### src/rtl/conv1_layer1_dense_acc.sv
// rtl/conv1_layer1_dense_acc.sv - conv1 layer1 dense product reduce, accumulate, ReLU/shift/saturate, output FIFO

module conv1_layer1_dense_acc_fifo #(
  parameter int W     = 16,
  parameter int DEPTH = 4,
  parameter int CNT_W = $clog2(DEPTH + 1)
) (
  input  logic             clk,
  input  logic             rst,
  input  logic [W-1:0]     wr_tdata,
  input  logic             wr_tvalid,
  output logic             wr_tready,
  output logic [W-1:0]     rd_tdata,
  output logic             rd_tvalid,
  input  logic             rd_tready,
  output logic [CNT_W-1:0] count
);

  localparam int PTR_W = (DEPTH > 1) ? $clog2(DEPTH) : 1;

  logic [W-1:0]     mem [DEPTH];
  logic [PTR_W-1:0] wr_ptr;
  logic [PTR_W-1:0] rd_ptr;
  logic             rd_pop;
  logic             wr_en;

  // A full FIFO still takes a write when the head leaves in the same cycle.
  assign rd_tvalid = (count != '0);
  assign rd_pop    = rd_tvalid && rd_tready;
  assign wr_tready = (count != CNT_W'(DEPTH)) || rd_pop;
  assign wr_en     = wr_tvalid && wr_tready;
  assign rd_tdata  = rd_tvalid ? mem[rd_ptr] : '0;

  always_ff @(posedge clk or posedge rst) begin
    if (rst) begin
      wr_ptr <= '0;
      rd_ptr <= '0;
      count  <= '0;
      for (int i = 0; i < DEPTH; i++) begin
        mem[i] <= '0;
      end
    end else begin
      if (wr_en) begin
        mem[wr_ptr] <= wr_tdata;
        wr_ptr      <= (wr_ptr == PTR_W'(DEPTH - 1)) ? '0 : wr_ptr + PTR_W'(1);
      end
      if (rd_pop) begin
        rd_ptr <= (rd_ptr == PTR_W'(DEPTH - 1)) ? '0 : rd_ptr + PTR_W'(1);
      end
      if (wr_en && !rd_pop) begin
        count <= count + CNT_W'(1);
      end else if (!wr_en && rd_pop) begin
        count <= count - CNT_W'(1);
      end
    end
  end

endmodule

module conv1_layer1_dense_acc #(
  parameter int LANES      = 25,
  parameter int LANE_W     = 16,
  parameter int BEATS      = 8,
  parameter int SHIFT      = 4,
  parameter int OUT_W      = 16,
  parameter int FIFO_DEPTH = 4
) (
  input  logic                    clk,
  input  logic                    rst,
  input  logic [LANES*LANE_W-1:0] mult_res,
  input  logic                    mult_res_v,
  output logic                    need_data,
  output logic [OUT_W-1:0]        out_data,
  output logic                    out_v,
  input  logic                    out_ready,
  output logic                    overflow
);

  localparam int SUM_W = LANE_W + 5;
  localparam int ACC_W = 32;
  localparam int BC_W  = (BEATS > 1) ? $clog2(BEATS) : 1;
  localparam int CNT_W = $clog2(FIFO_DEPTH + 1);
  localparam logic [ACC_W-1:0] SAT_MAX = ACC_W'((64'd1 << OUT_W) - 64'd1);

  logic signed [SUM_W-1:0] sum_c;
  logic signed [SUM_W-1:0] s1_sum;
  logic                    s1_v;
  logic signed [ACC_W-1:0] acc;
  logic signed [ACC_W-1:0] sum_ext;
  logic signed [ACC_W-1:0] acc_next;
  logic [BC_W-1:0]         beat_cnt;
  logic                    final_beat;
  logic [ACC_W-1:0]        relu;
  logic [ACC_W-1:0]        shifted;
  logic [OUT_W-1:0]        result;
  logic                    push_ready;
  logic [CNT_W-1:0]        fifo_count;

  // Lane reduction; 5 guard bits cover the growth of 25 lanes.
  always_comb begin
    sum_c = '0;
    for (int i = 0; i < LANES; i++) begin
      sum_c = sum_c + SUM_W'($signed(mult_res[LANE_W*i +: LANE_W]));
    end
  end

  always_ff @(posedge clk or posedge rst) begin
    if (rst) begin
      s1_v   <= 1'b0;
      s1_sum <= '0;
    end else begin
      s1_v <= mult_res_v;
      if (mult_res_v) begin
        s1_sum <= sum_c;
      end
    end
  end

  always_comb begin
    sum_ext    = ACC_W'(s1_sum);
    acc_next   = (beat_cnt == '0) ? sum_ext : acc + sum_ext;
    final_beat = s1_v && (beat_cnt == BC_W'(BEATS - 1));
    relu       = acc_next[ACC_W-1] ? '0 : acc_next;
    // relu is never negative, so a logical shift equals the arithmetic one.
    shifted    = relu >> SHIFT;
    result     = (shifted > SAT_MAX) ? SAT_MAX[OUT_W-1:0] : shifted[OUT_W-1:0];
  end

  always_ff @(posedge clk or posedge rst) begin
    if (rst) begin
      acc      <= '0;
      beat_cnt <= '0;
    end else if (s1_v) begin
      acc      <= acc_next;
      beat_cnt <= final_beat ? '0 : beat_cnt + BC_W'(1);
    end
  end

  conv1_layer1_dense_acc_fifo #(
    .W     (OUT_W),
    .DEPTH (FIFO_DEPTH),
    .CNT_W (CNT_W)
  ) u_out_fifo (
    .clk       (clk),
    .rst       (rst),
    .wr_tdata  (result),
    .wr_tvalid (final_beat),
    .wr_tready (push_ready),
    .rd_tdata  (out_data),
    .rd_tvalid (out_v),
    .rd_tready (out_ready),
    .count     (fifo_count)
  );

  always_ff @(posedge clk or posedge rst) begin
    if (rst) begin
      overflow <= 1'b0;
    end else if (final_beat && !push_ready) begin
      overflow <= 1'b1;
    end
  end

  // Two results can already be in the pipe when upstream sees need_data drop.
  assign need_data = (fifo_count <= CNT_W'(FIFO_DEPTH - 2));

endmodule

### config.mk
export PLATFORM = sky130hd
export DESIGN_NAME = conv1_layer1_dense_acc
export DESIGN_NICKNAME = d
export VERILOG_FILES = /design/src/rtl/conv1_layer1_dense_acc.sv
export SDC_FILE = /design/constraint.sdc
export NUM_CORES = 1
export LEC_CHECK = 0
export BUFFER_PORTS_ARGS = -buffer_cell sky130_fd_sc_hd__buf_2
export CORE_UTILIZATION = 35
export CTS_CLUSTER_SIZE = 10
export DETAILED_ROUTE_END_ITERATION = 6
export SETUP_SLACK_MARGIN = 0.3
export SKIP_CTS_REPAIR_TIMING = 1
export SLEW_MARGIN = 5
export SYNTH_ARGS = -nofsm -noshare
export SYNTH_HDL_FRONTEND = slang
export SYNTH_SLANG_ARGS = --single-unit
### constraint.sdc
create_clock -name clk -period 4.5 [get_ports clk]
set_clock_uncertainty 0.2 [all_clocks]
set_input_delay 0.225 -clock clk [delete_from_list [all_inputs] [get_ports clk]]
set_output_delay 0.225 -clock clk [all_outputs]
set_load 0.03 [all_outputs]
==> flow_summary_export.csv, run 1 <==
group,metric,value,unit
status,outcome,"finished, violations left",
status,violations,"setup timing",
timing,min_period,5.87,ns
timing,max_slew_margin,23.3,%
clocking,ctsHtreeMaxLevel,4,
grt,grt_pass1_vias,15600,
timing,finalSetupTns,-18.32,ns
placed_design,hpwl,40.6,mm
layout,drive_gt1_share,28.2,%
synthesis,ys_top_cells_by_area,"fa_1, dfrtp_1, inv_1",
detailed_routing,wirelength,46.7,mm
timing,setup_ws,-1.37,ns
detailed_routing,first_iter_violations,752,
synthesis,synth_cell_types,68,
floorplan,core-area,51500,um2
layout,layout_commonest_cell,"inv_1",
placed_design,portBuffers,422,
worst_setup_path,critPathKind,"input pin to flop",
floorplan,pin_count,423,
detailed_routing,ant_nets,0,
worst_setup_path,cp.arrival,5.98,ns
layout,multi_input_area,13100,um2
layout,areaGrowthSynthToFinish,22.6,%
layout,final_cells,2979,
timing,rsz0062_at_grt,"yes",
clocking,clk_path_buf_depth,2,
synthesis,syn_avg_cell_area,10.0,um2
synthesis,synthesis.instances,1826,
grt,grt_max_degree,82,
clocking,root_buffer,"clkbuf_16",
synthesis,synth-edff-count,0,
detailed_routing,drt_pass1_iterations,5,
job,max_cap_violations,0,
synthesis,ys_seq_area_share,17.6,%
synthesis,synth_seq_cells,129,
timing,slew_viol_final,0,
timing,clock.fmax,170,MHz
floorplan,start_util,35.6,%
synthesis,synth_top_flop_cell,"dfrtp_1",
grt,grt_pass1_wl,78.3,mm
synthesis,yosys.area.top_type,"fa_1",
timing,worstMarginPinSlew,1.15,ns
layout,regArea,3230,um2
detailed_routing,num_vias,13900,
worst_setup_path,crit_fanout,4,
placed_design,pre_cts_ws,-1.92,ns
clocking,cts.sinks,129,
synthesis,ys_warn_count,0,
floorplan,rows,83,
layout,layout_common_cells,"inv_1, buf_2, fa_1",
timing,setup_viol,18,
synthesis,synth_top_cell_area_share,42.1,%
floorplan,die_w,231,um
clocking,cts-buffers-inserted,17,
detailed_routing,viasPerCell,4.67,
placed_design,dp_cells,2936,
timing,period_share,130,%
synthesis,synth_fp_nets,2686,
detailed_routing,drc,0,
worst_setup_path,start_kind,"input pin",
placed_design,gp_congestion,0.931,
clocking,clk_pin_slew,0.07,ns
floorplan,die_y,231,um
clocking,cts_tree,"built",
grt,grt_use_total,18.5,%
synthesis,synth_area,18300,um2
synthesis,async_reset_ff_share,100,%
worst_hold_path,hp-class,"input pin to flop",
layout,finalNetCount,3144,
floorplan,die_area,53200,um2
clocking,clock_latency,0.43,ns
layout,fill_cells,5006,
detailed_routing,routedWlPerCell,15.7,um
worst_setup_path,critPathCaptureType,"flop",
grt,grt-ovfl-total,0,
worst_setup_path,worstPathRequired,4.62,ns
grt,antenna_found_initial,2,
layout,utilization,43.6,%
timing,hold_violations,0,
[kinds of logic after synthesis]
| group | synth area share, % |
|---|---|
| AOI/OAI and AO/OA | 9.49 |
| xor gates and xnor gates | 2.00 |
| adders and majority gates | 46.9 |
| buffers and inverters | 11.8 |
| DFF | 17.6 |
| muxes | 3.79 |
| and+or+nand+nor | 8.40 |
[through the flow]
stage	hold WS (ns)	cell area [um2]
global route	0.0238	22400
detailed placement	0.172	21600
finish	0.0113	22400
CTS	-0.287	22200
global placement	0.165	21600
floorplan	0.0564	18400
[critical path, cell delays in order]
cell	delay [ns]
buf_6	0.07
inv_2	0.03
fa_1	0.57
inv_2	0.05
fa_1	0.50
inv_1	0.05
fa_2	0.52
inv_2	0.03
fa_1	0.46
fa_1	0.52
inv_1	0.05
fa_1	0.49
inv_2	0.05
ha_4	0.27
ha_4	0.13
inv_2	0.04
fa_2	0.42
nor2b_4	0.12
o21ai_2	0.07
a21boi_2	0.17
o211ai_1	0.14
a21oi_2	0.31
o311ai_2	0.14
nor2b_2	0.19
xnor2_1	0.11
mux2_2	0.25
[flip-flops by register name (all words and copies together) (netlist names)]
| register | flops |
|---|---|
| acc | 32 |
| beat_cnt | 3 |
| overflow | 1 |
| s1_sum | 21 |
| s1_v | 1 |
| u_out_fifo.count | 3 |
| u_out_fifo.mem | 64 |
| u_out_fifo.rd_ptr | 2 |
| u_out_fifo.wr_ptr | 2 |
[per-layer routing]
metal	GRT usage, %	vias to the layer above	share of wire [%]
li1	-	6579	-
met1	23.2	6943	41
met2	34.0	358	53
met3	2.03	46	4.0
met4	4.43	0	1.8
met5	0	-	0
[layout make-up]
type / instances / area share, %
well taps: 680 / 3.79
diodes: 2 / 0.0223
flip-flops and latches: 129 / 14.4
inverters: 494 / 8.32
clock buffers: 17 / 1.90
clock inverters: 15 / 0.747
repair buffers: 501 / 12.4
multi-input cells: 1141 / 58.4
[synth_stat cells, types with 4 or more instances]
cell type / n
a211oi_1: 6
nand3_1: 9
nor4_1: 6
xor2_1: 14
nor3_1: 19
mux2_2: 26
nand3b_1: 5
nor3b_1: 5
mux2i_1: 4
and3_1: 4
ha_1: 71
o21a_1: 8
dfrtp_1: 129
buf_6: 7
buf_2: 11
or3_1: 6
buf_1: 6
nand2_1: 82
o211ai_1: 13
mux4_2: 16
nand2b_1: 5
inv_1: 493
and2_1: 21
xnor2_1: 26
nand4_1: 15
a21oi_1: 63
and2_0: 4
fa_1: 385
nor2_1: 127
o31ai_1: 10
o21ai_2: 9
clkbuf_1: 38
a21o_1: 9
a31oi_1: 80
nor2b_1: 7
o21ai_0: 38
[path summary, 6_finish.rpt]
kind	startpoint	endpoint	cells past startpoint	slack, ns
worst min-delay path	out_ready	u_out_fifo.rd_ptr[0]	3	0.01
max in group asynchronous	rst	u_out_fifo.mem[28]	4	2.98
min in group asynchronous	rst	acc[7]	3	0.26
worst max-delay path	mult_res[242]	s1_sum[16]	26	-1.37
worst min register to register	overflow	overflow	1	0.29
worst max register to register	s1_sum[20]	u_out_fifo.mem[15]	11	0.62
Power of run 1 is left out: the tool's default activity adds up to more than one toggle a clock period on the data nets, which glitch-free logic cannot reach.
==> run 2, diff against run 1 <==
--- a/config.mk
+++ b/config.mk
@@ -6,6 +6,7 @@
 export NUM_CORES = 1
 export LEC_CHECK = 0
 export BUFFER_PORTS_ARGS = -buffer_cell sky130_fd_sc_hd__buf_2
+export CAP_MARGIN = 20
 export CORE_UTILIZATION = 35
 export CTS_CLUSTER_SIZE = 10
 export DETAILED_ROUTE_END_ITERATION = 6
@@ -14,4 +15,5 @@
 export SLEW_MARGIN = 5
 export SYNTH_ARGS = -nofsm -noshare
 export SYNTH_HDL_FRONTEND = slang
+export SYNTH_HIERARCHICAL = 1
 export SYNTH_SLANG_ARGS = --single-unit
==> flow_summary_export.csv, run 2 <==
group,metric,value,unit
detailed_routing,viasPerCell,4.59,
floorplan,start_util,35.5,%
layout,finalNetCount,3034,
layout,areaGrowthSynthToFinish,25.2,%
synthesis,synth_cell_types,61,
worst_setup_path,start_kind,"input pin",
grt,grt_pass1_wl,76.4,mm
layout,drive_gt1_share,33.6,%
timing,worstMarginPinSlew,1.17,ns
timing,period_share,137,%
worst_setup_path,cp_cell_sequence,"buf_2, fa_1, inv_2, fa_1, inv_2, fa_1, fa_1, fa_1, fa_1, fa_1, ha_1, a21o_1, a21oi_2, o21bai_1, a21bo_2, a221o_1, a41oi_2, a21oi_2, o211a_1, or3_1, a31o_2",
timing,rsz0062_at_grt,"yes",
worst_setup_path,cp_num_buf_inv,3,
synthesis,syn_avg_cell_area,10.8,um2
floorplan,rows,83,
timing,min_period,6.15,ns
synthesis,yosys.area.top_type,"fa_1",
detailed_routing,num_vias,13200,
detailed_routing,wirelength,45.8,mm
placed_design,portBuffers,422,
timing,clock.fmax,163,MHz
clocking,cts_tree,"built",
grt,grt-ovfl-total,0,
floorplan,pin_count,423,
layout,utilization,44.4,%
layout,diodes,0,
layout,fill_cells,4887,
detailed_routing,drt_pass1_iterations,5,
layout,layout_commonest_cell,"inv_1",
floorplan,die_area,53000,um2
synthesis,async_reset_ff_share,100,%
clocking,clk_path_buf_depth,2,
timing,slew_viol_final,0,
clocking,cts.sinks,129,
timing,max_slew_margin,22.2,%
worst_setup_path,worstPathRequired,4.62,ns
worst_setup_path,cpMaxStageDelayCell,"fa_1",
synthesis,synth_top_cell_area_share,42.3,%
worst_setup_path,cp.arrival,6.26,ns
layout,largest_register_ffs,64,
clocking,ctsHtreeMaxLevel,4,
synthesis,synth_fp_nets,2549,
detailed_routing,drc,0,
synthesis,synth_seq_cells,129,
status,violations,"setup timing",
placed_design,gp_congestion,0.920,
layout,top_register,"u_out_fifo/mem",
synthesis,synth_top_flop_cell,"dfrtp_1",
clocking,clock_latency,0.42,ns
floorplan,die_w,230,um
floorplan,core-area,51400,um2
synthesis,synthesis.instances,1689,
placed_design,pre_cts_ws,-2.15,ns
worst_setup_path,critPathCaptureType,"flop",
clocking,cts-buffers-inserted,17,
worst_hold_path,hp-class,"input pin to flop",
worst_setup_path,critPathKind,"input pin to flop",
synthesis,ys_warn_count,6,
layout,layout_common_cells,"inv_1, buf_2, fa_1",
placed_design,hpwl,39.8,mm
detailed_routing,ant_nets,0,
synthesis,synth_area,18200,um2
worst_setup_path,path_delay_family,"adder cells",
status,outcome,"finished, violations left",
worst_setup_path,crit_top_cell,"fa_1",
layout,top_regs,"u_out_fifo/mem x64, acc x32, s1_sum x21",
grt,grt_max_degree,62,
timing,setup_viol,18,
grt,grt_pass1_vias,15000,
floorplan,die_y,230,um
job,max_cap_violations,0,
synthesis,ys_top_cells_by_area,"fa_1, dfrtp_1, inv_1",
timing,setup_ws,-1.65,ns
worst_setup_path,crit_fanout,2,
clocking,root_buffer,"clkbuf_16",
detailed_routing,routedWlPerCell,16.0,um
synthesis,synth_commonest_cells,"inv_1, fa_1, dfrtp_1, a21oi_1, ha_1",
synthesis,ys_seq_area_share,17.7,%
grt,grt_use_total,18.2,%
timing,hold_violations,0,
worst_setup_path,max_stage_delay,0.56,ns
clocking,clk_pin_slew,0.06,ns
synthesis,synth_most_common_cell,"inv_1",
detailed_routing,first_iter_violations,486,
synthesis,synth-edff-count,0,
grt,antenna_found_initial,0,
==> run 2: cell types whose count changed after synthesis, moves of 13 or more <==
cell,before,now
a21oi_1,63,76
a31oi_1,80,19
inv_1,493,470
mux2_2,26,47
mux2_4,0,40
nand2_1,82,66
nor2_1,127,67
==> run 2: logic make-up after synthesis <==
kind of cell	count (synthesis)	share of synthesized area [%]
fa+ha+maj	456	47.1
buf+inv	511	11.1
simple gates	233	6.11
compound gates	212	7.58
xor+xnor	41	1.97
flops	129	17.7
mux	107	8.39
==> run 2: tightest hold or removal path: cells and delay by family <==
family        cells  cell delay, ns
buf+inv           1            0.11
mux               1            0.16
simple gates      1            0.12
==> run 2: final cells by class <==
cell class              instances  area, um2  area share (%)
clock buffers                  18        429            1.88
inverters                     470       1780            7.78
repair buffers                507       2890            12.6
flip-flops and latches        129       3230            14.1
well taps                     680        851            3.72
multi-input cells            1049      13500            59.0
clock inverters                14        181           0.794
==> run 2: metal layers <==
metal	track usage [%]	wire (um)	vias up
li1	-	-	6135
met2	34.3	24800	304
met1	22.6	19000	6679
met4	3.04	625	0
met5	0	0	-
met3	1.66	1380	40
==> run 2: final timing paths <==
| check | startpoint | to | slack, ns | cells after the start |
|---|---|---|---|---|
| hold / removal | out_ready | u_out_fifo/rd_ptr[0] | 0.03 | 3 |
| min in group asynchronous | rst | u_out_fifo/count[0] | 0.35 | 3 |
| hold reg to reg | overflow | overflow | 0.28 | 1 |
| max in group asynchronous | rst | u_out_fifo/mem[40] | 2.79 | 4 |
| setup / recovery | mult_res[195] | s1_sum[19] | -1.65 | 21 |
| setup reg to reg | s1_sum[0] | u_out_fifo/mem[51] | 0.33 | 15 |
==> run 2: stage by stage <==
stage                     std cells  TNS (ns)  cell area, um2  hold slack (ns)
final                          2867    -18.87           22800           0.0275
after global routing           2867    -22.65           22800           0.0383
after CTS                      2843    -19.76           22100           -0.182
after detailed placement       2811    -27.34           21500            0.268
after global placement         2810    -27.86           21500            0.239
after floorplan                1689    -19.01           18300           0.0564
Power of run 2 is left out for the same reason.
